`config.mk`:
```
export PLATFORM = sky130hd
export DESIGN_NAME = alu_exec_ctrl
export DESIGN_NICKNAME = d
export VERILOG_FILES = /design/src/rtl/alu_exec_ctrl.sv
export SDC_FILE = /design/constraint.sdc
export NUM_CORES = 1
export LEC_CHECK = 0
export CORE_ASPECT_RATIO = 0.8
export CORE_MARGIN = 4
export CORE_UTILIZATION = 58
export CTS_CLUSTER_SIZE = 28
export DETAILED_ROUTE_END_ITERATION = 6
export GPL_ROUTABILITY_DRIVEN = 0
export PLACE_DENSITY = 0.9
export SLEW_MARGIN = 15
export SYNTH_ARGS = -nofsm -noshare
export SYNTH_HDL_FRONTEND = slang
export SYNTH_SLANG_ARGS = --single-unit
```
`constraint.sdc`:
```
create_clock -name clk -period 2.4 [get_ports clk]
set_input_delay 0.48 -clock clk [delete_from_list [all_inputs] [get_ports clk]]
set_output_delay 0.48 -clock clk [all_outputs]
set_load 0.05 [all_outputs]
```
`src/rtl/alu_exec_ctrl.sv`:
```
// Execute-stage sequencer for a combinational 16-bit ALU: register file, operand drive,
// result capture, writeback and status flags, with a four-state IDLE/OPRD/EXEC/WB sequence.
module alu_exec_ctrl #(
    parameter int unsigned DATA_W = 16,
    parameter int unsigned REG_AW = 3
) (
    input  logic              clk,
    input  logic              rst,
    input  logic              instr_valid,
    output logic              instr_ready,
    input  logic [15:0]       instr,
    input  logic [DATA_W-1:0] imm_data,
    output logic [DATA_W-1:0] alu_a,
    output logic [DATA_W-1:0] alu_b,
    output logic [3:0]        alu_select,
    output logic              alu_mode,
    output logic              alu_cin,
    input  logic [DATA_W-1:0] alu_result,
    input  logic              alu_cout,
    input  logic              alu_cmp,
    output logic              carry_flag,
    output logic              zero_flag,
    output logic              cmp_flag,
    output logic              done,
    input  logic [REG_AW-1:0] dbg_addr,
    output logic [DATA_W-1:0] dbg_data
);

    localparam int unsigned NumRegs = 1 << REG_AW;

    typedef enum logic [1:0] {StIdle, StOprd, StExec, StWb} state_e;

    state_e state_q, state_d;

    logic [DATA_W-1:0] regs_q [NumRegs];

    // Latched instruction fields
    logic              ldi_q;
    logic              mode_q;
    logic [3:0]        sel_q;
    logic [REG_AW-1:0] rd_q;
    logic [REG_AW-1:0] ra_q;
    logic [REG_AW-1:0] rb_q;
    logic              use_carry_q;
    logic [DATA_W-1:0] imm_q;

    logic [DATA_W-1:0] alu_a_q;
    logic [DATA_W-1:0] alu_b_q;
    logic [3:0]        alu_sel_q;
    logic              alu_mode_q;
    logic              alu_cin_q;

    logic [DATA_W-1:0] res_q;
    logic              cout_q;
    logic              cmp_q;

    logic              carry_q;
    logic              zero_q;
    logic              cmpf_q;

    logic              accept;
    logic [DATA_W-1:0] wb_data;

    assign accept  = instr_valid && (state_q == StIdle);
    assign wb_data = ldi_q ? imm_q : res_q;

    // State register
    always_ff @(posedge clk or negedge rst) begin
        if (!rst) begin
            state_q <= StIdle;
        end else begin
            state_q <= state_d;
        end
    end

    // Next-state logic
    always_comb begin
        state_d = state_q;
        unique case (state_q)
            StIdle: begin
                if (instr_valid) begin
                    state_d = instr[15] ? StWb : StOprd;
                end
            end
            StOprd:  state_d = StExec;
            StExec:  state_d = StWb;
            StWb:    state_d = StIdle;
            default: state_d = StIdle;
        endcase
    end

    // State-decoded outputs
    always_comb begin
        instr_ready = 1'b0;
        done        = 1'b0;
        unique case (state_q)
            StIdle:  instr_ready = 1'b1;
            StWb:    done        = 1'b1;
            default: ;
        endcase
    end

    // Instruction latch
    always_ff @(posedge clk or negedge rst) begin
        if (!rst) begin
            ldi_q       <= 1'b0;
            mode_q      <= 1'b0;
            sel_q       <= '0;
            rd_q        <= '0;
            ra_q        <= '0;
            rb_q        <= '0;
            use_carry_q <= 1'b0;
            imm_q       <= '0;
        end else if (accept) begin
            ldi_q       <= instr[15];
            mode_q      <= instr[14];
            sel_q       <= instr[13:10];
            rd_q        <= instr[9:7];
            ra_q        <= instr[6:4];
            rb_q        <= instr[3:1];
            use_carry_q <= instr[0];
            if (instr[15]) begin
                imm_q <= imm_data;
            end
        end
    end

    // ALU drive registers; they hold outside OPRD so the ALU sees stable inputs through EXEC.
    always_ff @(posedge clk or negedge rst) begin
        if (!rst) begin
            alu_a_q    <= '0;
            alu_b_q    <= '0;
            alu_sel_q  <= '0;
            alu_mode_q <= 1'b0;
            alu_cin_q  <= 1'b0;
        end else if (state_q == StOprd) begin
            alu_a_q    <= regs_q[ra_q];
            alu_b_q    <= regs_q[rb_q];
            alu_sel_q  <= sel_q;
            alu_mode_q <= mode_q;
            alu_cin_q  <= use_carry_q & carry_q;
        end
    end

    // Result capture at the end of EXEC
    always_ff @(posedge clk or negedge rst) begin
        if (!rst) begin
            res_q  <= '0;
            cout_q <= 1'b0;
            cmp_q  <= 1'b0;
        end else if (state_q == StExec) begin
            res_q  <= alu_result;
            cout_q <= alu_cout;
            cmp_q  <= alu_cmp;
        end
    end

    // Writeback: register file and flags (flags untouched by ldi)
    always_ff @(posedge clk or negedge rst) begin
        if (!rst) begin
            for (int i = 0; i < NumRegs; i++) begin
                regs_q[i] <= '0;
            end
            carry_q <= 1'b0;
            zero_q  <= 1'b0;
            cmpf_q  <= 1'b0;
        end else if (state_q == StWb) begin
            regs_q[rd_q] <= wb_data;
            if (!ldi_q) begin
                carry_q <= cout_q;
                zero_q  <= (res_q == '0);
                cmpf_q  <= cmp_q;
            end
        end
    end

    assign alu_a      = alu_a_q;
    assign alu_b      = alu_b_q;
    assign alu_select = alu_sel_q;
    assign alu_mode   = alu_mode_q;
    assign alu_cin    = alu_cin_q;
    assign carry_flag = carry_q;
    assign zero_flag  = zero_q;
    assign cmp_flag   = cmpf_q;
    assign dbg_data   = regs_q[dbg_addr];

endmodule

```
==> results of run 1 <==
[logic make-up after synthesis]
group / Yosys count
AND/OR/NAND/NOR: 253
flip-flops: 221
multiplexers: 217
AO/OA/AOI/OAI: 228
buffers and inverters: 89
adder cells (fa/ha/maj): 5
[cell type report]
class | instances | area [um2] | area share, %
Multi-Input combinational cell | 703 | 5575 | 38.57
Clock buffer | 30 | 651.9 | 4.510
Tap cell | 258 | 322.8 | 2.233
Sequential cell | 221 | 5538 | 38.31
Inverter | 3 | 11.26 | 0.07790
Timing Repair Buffer | 228 | 2183 | 15.10
Clock inverter | 9 | 172.7 | 1.194
[per-stage QoR]
step	worst slack (ns)	TNS, ns	std cells	power, W	hold WS (ns)
after floorplan	0.2748	0	1013	0.01496	0.1844
after global placement	-0.07352	-0.7382	1348	0.01836	0.4316
after detailed placement	-0.1109	-1.189	1348	0.01881	0.4338
after CTS	0.0002272	0	1418	0.02330	0.5086
after global routing	-0.04935	-0.1047	1452	0.02553	0.5121
final	-0.0009768	-0.0009768	1452	0.02455	0.4982
[power by group]
group          switching, W  internal [W]  leakage [nW]
Clock               0.00147       0.00244         0.404
Sequential          0.00209       0.00561          2.69
Combinational       0.00729       0.00565          3.46
Total                0.0108        0.0137          6.55
[routing by layer]
metal,vias to the layer above,track usage (%)
met4,6,11.41
met5,-,0
met2,920,45.33
li1,4057,-
met1,4754,41.08
met3,216,9.841
[synthesized netlist by cell type (3+ instances only)]
cell | n | share of area (%)
sky130_fd_sc_hd__buf_2 | 32 | 1.4
sky130_fd_sc_hd__nand4b_1 | 3 | 0.23
sky130_fd_sc_hd__nor4bb_1 | 3 | 0.26
sky130_fd_sc_hd__a41o_1 | 32 | 2.8
sky130_fd_sc_hd__mux2i_1 | 113 | 9.8
sky130_fd_sc_hd__buf_1 | 5 | 0.16
sky130_fd_sc_hd__mux4_1 | 32 | 7.3
sky130_fd_sc_hd__inv_1 | 3 | 0.097
sky130_fd_sc_hd__o21ai_0 | 67 | 2.9
sky130_fd_sc_hd__buf_6 | 4 | 0.39
sky130_fd_sc_hd__nand2b_1 | 3 | 0.16
sky130_fd_sc_hd__nand2_1 | 69 | 2.2
sky130_fd_sc_hd__a22oi_1 | 32 | 2.1
sky130_fd_sc_hd__ha_1 | 5 | 0.54
sky130_fd_sc_hd__nand3_1 | 34 | 1.5
sky130_fd_sc_hd__clkbuf_1 | 32 | 1.0
sky130_fd_sc_hd__a211o_1 | 32 | 2.4
sky130_fd_sc_hd__dfrtp_1 | 221 | 48
sky130_fd_sc_hd__nor4_1 | 4 | 0.22
sky130_fd_sc_hd__nor2_1 | 66 | 2.1
sky130_fd_sc_hd__mux2_2 | 72 | 7.0
sky130_fd_sc_hd__nor2b_1 | 67 | 3.6
sky130_fd_sc_hd__a21oi_1 | 65 | 2.8
sky130_fd_sc_hd__buf_4 | 12 | 0.78
[worst register-to-register path, delay by kind of cell (launching register included)]
family                     cells  cell delay [ns]
AOI/OAI and AO/OA              1             0.20
and+or+nand+nor                2             0.50
DFF                            1             0.40
adders and majority gates      1             0.42
buffers and inverters          1             0.43
[sequential cells by signal, indices dropped and copies added, names as in the netlist, 2 cells and up]
register and cells:
regs_q 128, res_q 16, rb_q 3, rd_q 3, imm_q 16, alu_a 16, state_q 2, sel_q 4
ra_q 3, alu_b 16, alu_select 4
[worst min-delay path by stage]
stage / start / slack (ns) / cells past startpoint / endpoint
floorplan: rst / 0.18 / 0 / alu_a[0]
global placement: rst / 0.43 / 1 / alu_a[1]
detailed placement: rst / 0.43 / 1 / alu_a[1]
CTS: rst / 0.51 / 2 / regs_q[99]
global route: imm_q[15] / 0.51 / 1 / imm_q[15]
finish: rst / 0.50 / 2 / alu_a[1]
[repair_timing]
item | in CTS | in global routing
endpoints found under the hold margin | 52 | 0
gates resized for setup | 10 | 24
pin swaps | 0 | 0
buffers inserted | 29 | 34
hold buffers | 1 | 0
gates cloned | 1 | 0
setup endpoints to repair | 17 | 16
==> impl_summary.md, run 1 <==
STA
Timing would allow up to 416.5 MHz. The hold violation total from the final report is 0. The slew at the pin closest to its max-slew limit is 0.7433 ns.

The largest clock skew in the final design is 0.01304 ns. The minimum period implied by the final worst setup slack is 2.401 ns. The remaining max-slew budget at the tightest pin is 49.03%.

The post-route clock period utilization is 100.0%. The setup slack of the critical path after layout is -0.0009768 ns. The count of pins over their slew limit is 0. The setup violation total in the final timing report is 1.

Clocking
Clock-pin slew was measured on the worst setup and hold paths at 0.06 ns. In this run the number of H-tree levels came out at 1. The TritonCTS clock tree is done.

Buffers inserted during clock tree synthesis total 22. The cell at the root of the clock tree is sky130_fd_sc_hd__clkbuf_16. The later-pin clock latency in the skew report is 0.51 ns. The clock tree buffer depth is 3. The CTS sink count is 221.

Setup path
Grouping stages by cell kind, the critical path spends the most delay in multiplexers. For this design, the slowest cell found on the critical path is sky130_fd_sc_hd__mux4_1. The worst setup path is of the reg2out kind. The critical path ends at dbg_data[6].

The number of cells on the worst reg-to-reg path is 5. In this run the worst setup path begins at regs_q[38]. Along the worst path, the maximum fanout reaches 4. The number of buffer and inverter instances along the worst setup path is 1. For the worst setup path, the data required time is 1.92 ns.

The flop-to-flop setup slack is 0.36 ns. The worst register-to-register path ends at regs_q[92]. The critical path runs through a total of 3 cells. The category of the worst setup path capture point is an output pin. The worst register-to-register path begins at state_q[1]. The delay of the slowest cell on the worst path is 0.51 ns. The arrival time of data at the critical path endpoint is 1.92 ns. Walking the worst path, the cells encountered are mux4_1, mux2_2, buf_6. The startpoint class of the critical path is a flop.

Route
In the final routed layout, each cell accounts on average for 25.00 um. The residual antenna-violating net count after detailed routing is 0. The top routing layer in use is met5.

The post-detailed-route via-to-cell ratio is 6.855. In the detailed route, the total length drawn on met3 is 5233 um. The post-detailed-route DRC marker count is 0. The pre-antenna-repair detailed-routing pass consisted of 7 iterations.

The via count of the routed design is 9,953. The total wire length is 36,300 um. The wire length on met2 is 15,470 um. The met1 routed wirelength after detailed routing is 13,750 um. The starting DRC count in detailed routing is 1,441.

Logic synthesis
The multiplexer share of the synthesized area is 24.08%. The post-synthesis area per instance is 11.41 um2. The combinational family with the most area after synthesis is multiplexers.

Of the total synthesized cell area, the portion taken by XOR and XNOR cells is 0%. The synthesized design contains 0 enable-type register cells. The cell count after synthesis is 1,013. The number of nets in the synthesized netlist is 1,074.

In this run, synthesis produced a sequential element count of 221. The simple logic cell fraction of the synthesized area is 10.63%. During synthesis, Yosys emitted a total of 0 warnings. After synthesis, flip-flops and latches occupy 47.86% of the total area. The post-synthesis compound-gate area fraction is 12.99%. The post-synthesis instance area is 0.01156 mm2. Of all flip-flops after synthesis, the portion carrying an async set or reset was 100.0%. The most used flip-flop cell after synthesis is sky130_fd_sc_hd__dfrtp_1. The number of different library cells used by synthesis comes to 28.

After Yosys synthesis, full adders, half adders and majority gates account for 0.5414% of the synthesized area.

Power
The peak supply drop is 1105 uV. For this design the static power due to leakage is 6.554 nW. In this run the power density over the cells is 1698 mW/mm2.

GRT
For this run, the total global-route usage over all layers was measured as 30.08%. The first-pass GRT wire length is 53,610 um. The number of antenna violations at the first check in global routing came to 2. The number of global-route vias before repair was 9,542.

The total grt overflow is 0. The largest net degree at the start of global routing is 57.

Cells and area
The library cell used most frequently in the layout, excluding fill and tap cells, is sky130_fd_sc_hd__dfrtp_1. Once layout is complete, the utilization of the core stands at 75.07%. From synthesis to final layout, the design area changed by 25.09%. In the layout the commonest cells are sky130_fd_sc_hd__dfrtp_1 (219), sky130_fd_sc_hd__mux2i_1 (113), sky130_fd_sc_hd__buf_4 (103), sky130_fd_sc_hd__clkdlybuf4s50_1 (93), sky130_fd_sc_hd__mux2_2 (71). Fill cells in the final layout number 1,169. The count of nets after finishing is 1,240.

Cells with a size suffix above 1 make up 22.11% of the layout. After routing the design area is 0.01446 mm2. The antenna diode count is 0.

Floorplan
After floorplanning, the core was divided into 45 placement rows. The die is 134.3 um tall. The starting utilization of the core area is 60.01%. The area enclosed by the die boundary is 0.02226 mm2. The die is 165.8 um wide. In this run the standard cell core region covers 0.01926 mm2. Pin placement for this block handled 115 I/O pins.

Placement
The HPWL after detailed placement is 20,340 um. The count of buffers added on input and output ports is 114. The instance area at placement is 0.01312 mm2.

Worst hold path
The tightest min-delay check is of the in2async type.

Run status
The final reports fail on setup timing. The run finished, with violations left.

Flow run
The tool flagged a number of max-cap violations equal to 0.
Power figures use the tool's default switching activity.
==> run 2, diff against run 1 <==
--- a/config.mk
+++ b/config.mk
@@ -5,6 +5,7 @@
 export SDC_FILE = /design/constraint.sdc
 export NUM_CORES = 1
 export LEC_CHECK = 0
+export ABC_CLOCK_PERIOD_IN_PS = 2400
 export CORE_ASPECT_RATIO = 0.8
 export CORE_MARGIN = 4
 export CORE_UTILIZATION = 58
@@ -12,6 +13,7 @@
 export DETAILED_ROUTE_END_ITERATION = 6
 export GPL_ROUTABILITY_DRIVEN = 0
 export PLACE_DENSITY = 0.9
+export SKIP_LAST_GASP = 1
 export SLEW_MARGIN = 15
 export SYNTH_ARGS = -nofsm -noshare
 export SYNTH_HDL_FRONTEND = slang
==> impl_summary.md, run 2 (synthesis results as in run 1) <==
Run status
The run finished, with violations left. The checks that failed: DRC, setup timing.

Clocking
The cell at the root of the clock tree is sky130_fd_sc_hd__clkbuf_16. The TritonCTS clock tree is done. The number of H-tree levels is 1 (unchanged). The CTS sink count came to 221 (unchanged).

The clock tree buffer depth is 3 (unchanged). The number of clock buffers inserted by TritonCTS is 22 (unchanged). The clock edge transition at the registers on the reported setup and hold paths was 0.06 ns (about the same). The later-pin clock latency in the skew report is 0.51 ns (about the same).

Floorplan
The number of primary I/O pins is 115 (unchanged). The overall die width is 165.8 um (unchanged). The cell row count is 45 (unchanged). The starting utilization of the core area is 60.01% (unchanged). The die boundary height is 134.3 um (unchanged).

The area of the core is 0.01926 mm2 (unchanged). The area enclosed by the die boundary came to 0.02226 mm2 (unchanged).

Flow run
The number of maximum-capacitance constraint violations is 0 (unchanged).

Route
The via count of the routed design came to 9,958 (+0.050%). The total wire length was 36,280 um (about the same). The final routed wire length divided by cell count is 24.99 um (about the same).

The residual antenna-violating net count after detailed routing is 0 (unchanged). The length of the first detailed-routing pass in iterations is 7 (unchanged). The starting DRC count in detailed routing is 1,436 (-0.35%). The post-detailed-route via-to-cell ratio came to 6.858 (about the same). The post-detailed-route DRC marker count is 1 (+1).

Cells and area
The antenna diode count is 0 (unchanged). The fraction of final layout cells with drive strength greater than 1 is 22.11% (unchanged). The count of nets after finishing was 1,240 (unchanged). The top cell types in the final layout, fill and taps aside, are sky130_fd_sc_hd__dfrtp_1 (219), sky130_fd_sc_hd__mux2i_1 (113), sky130_fd_sc_hd__buf_4 (104), sky130_fd_sc_hd__clkdlybuf4s50_1 (93), sky130_fd_sc_hd__mux2_2 (71). The library cell used most frequently in the layout, excluding fill and tap cells, is sky130_fd_sc_hd__dfrtp_1. Counting flops per register, the top entry is regs_q. The layout overhead on the synthesized area is 25.05% (about the same). The final-layout fill cell count is 1,169 (unchanged). The number of non-filler instances in the completed layout is 1,452 (unchanged). The flip-flop count of the largest register, all copies and words added is 128 (unchanged).

Setup path
In this run the critical register-to-register path is launched from state_q[1]. The delay of the slowest cell on the worst path came to 0.52 ns (about the same). Tracing the worst setup path back leads to its startpoint at regs_q[97]. The data required time at the worst endpoint is 1.92 ns (about the same). Following the worst setup path forward leads to its endpoint at dbg_data[1]. The arrival time of data at the critical path endpoint is 1.93 ns (about the same). The endpoint identified for the worst register-to-register timing path is regs_q[92]. The worst setup path is launched from a flop. The family with the most delay on the worst path is multiplexers. The worst setup path is captured at an output pin. The number of buffer and inverter instances along the worst setup path came to 1 (unchanged). The count of cells along the worst register-to-register path is 5 (unchanged). The number of cells on the critical path is 3 (unchanged). The flop-to-flop setup slack was 0.36 ns (about the same). The critical path is of the reg2out type. The maximum fanout along the worst path is 4 (unchanged).

Among all stages on the critical path, the largest delay is contributed by sky130_fd_sc_hd__mux4_1. Walking the worst path, the cells encountered are mux4_1, mux2_2, buf_4.

STA
The minimum period implied by the final worst setup slack is 2.413 ns (+0.01219 ns). The largest clock skew in the final design is 0.01407 ns (+0.001028 ns). The hold violation total from the final report came to 0 (unchanged).

The setup violation total in the final timing report was 2 (+1). The count of pins over their slew limit is 0 (unchanged). The tightest hold margin is 0.4965 ns (-0.001644 ns).

The post-route clock period utilization is 100.5% (+0.51 points). The slew at the pin closest to its max-slew limit came to 0.7428 ns (-0.0005051 ns). The total negative setup slack is -0.01882 ns (-0.01785 ns).

The remaining max-slew budget at the tightest pin came to 49.06% (about the same). The setup slack of the critical path after layout is -0.01317 ns (-0.01219 ns). The maximum operating frequency is 414.4 MHz (-0.51%). Setup repair after global routing could not meet its margin everywhere.

GRT
The total global-route track usage was 30.08% (unchanged). The largest net degree at the start of global routing was 57 (unchanged). The number of antenna violations at the first check in global routing is 2 (unchanged). The number of global-route vias before repair is 9,542 (unchanged). The total grt overflow came to 0 (unchanged). The first-pass GRT wire length is 53,610 um (unchanged).

Worst hold path
The type of the tightest min-delay check is in2async.

Power
The cell leakage power is 6.553 nW (about the same). The power density over the cells came to 1698 mW/mm2 (about the same). The peak supply drop is 1109 uV (+0.32%).

Placement
The count of placed standard cells including taps was 1,348 (unchanged). The number of port buffers was 114 (unchanged). The HPWL after detailed placement was 20,340 um (unchanged).
run 2: cell counts in the layout (fill, tap and decap cells not counted):
No cell type changed its count.
run 2: area by class of cell:
| class | count | area [um2] | share of cell area, % |
|---|---|---|---|
| clock buffers | 30 | 651.9 | 4.511 |
| clock inverters | 9 | 172.7 | 1.195 |
| inverters | 3 | 11.26 | 0.07792 |
| multi-input cells | 703 | 5575 | 38.58 |
| flip-flops and latches | 221 | 5538 | 38.32 |
| well taps | 258 | 322.8 | 2.234 |
| repair buffers | 228 | 2180 | 15.08 |
run 2: layer usage:
| metal | track usage [%] | part of all wire [%] | up-vias |
|---|---|---|---|
| met5 | 0 | 0.066 | - |
| met4 | 11.41 | 4.9 | 4 |
| met3 | 9.841 | 14 | 212 |
| met2 | 45.33 | 43 | 908 |
| met1 | 41.08 | 38 | 4775 |
| li1 | - | - | 4059 |
run 2: what timing repair did:
action / 4_1_cts / 5_1_grt
setup buffers: 29 / 34
hold endpoints to repair: 52 / 0
resized for setup: 10 / 23
setup endpoints to repair: 17 / 16
cloned: 1 / 0
hold buffers: 1 / 0
pin swaps: 0 / 0
run 2: how the worst min path moves through the flow:
| stage | from | endpoint | cells after the start | slack, ns |
|---|---|---|---|---|
| detailed placement | rst | alu_a[1] | 1 | 0.43 |
| global route | imm_q[15] | imm_q[15] | 1 | 0.51 |
| finish | rst | alu_a[1] | 2 | 0.50 |
| floorplan | rst | alu_a[0] | 0 | 0.18 |
| CTS | rst | regs_q[99] | 2 | 0.51 |
| global placement | rst | alu_a[1] | 1 | 0.43 |
run 2: power by group:
| group | total, W | switching [W] | internal, W |
|---|---|---|---|
| combinational | 0.0129 | 0.00729 | 0.00564 |
| clock | 0.00391 | 0.00147 | 0.00244 |
| sequential | 0.00770 | 0.00209 | 0.00561 |
run 2: through the flow:
step	worst slack [ns]	instance area [um2]	utilization, %	power [W]
finish	-0.01317	14450	75.05	0.02454
CTS	0.0002272	14190	73.72	0.02330
floorplan	0.2748	11560	-	0.01496
global placement	-0.07352	13120	68.14	0.01836
global route	-0.04935	14450	75.05	0.02552
detailed placement	-0.1109	13120	68.14	0.01881
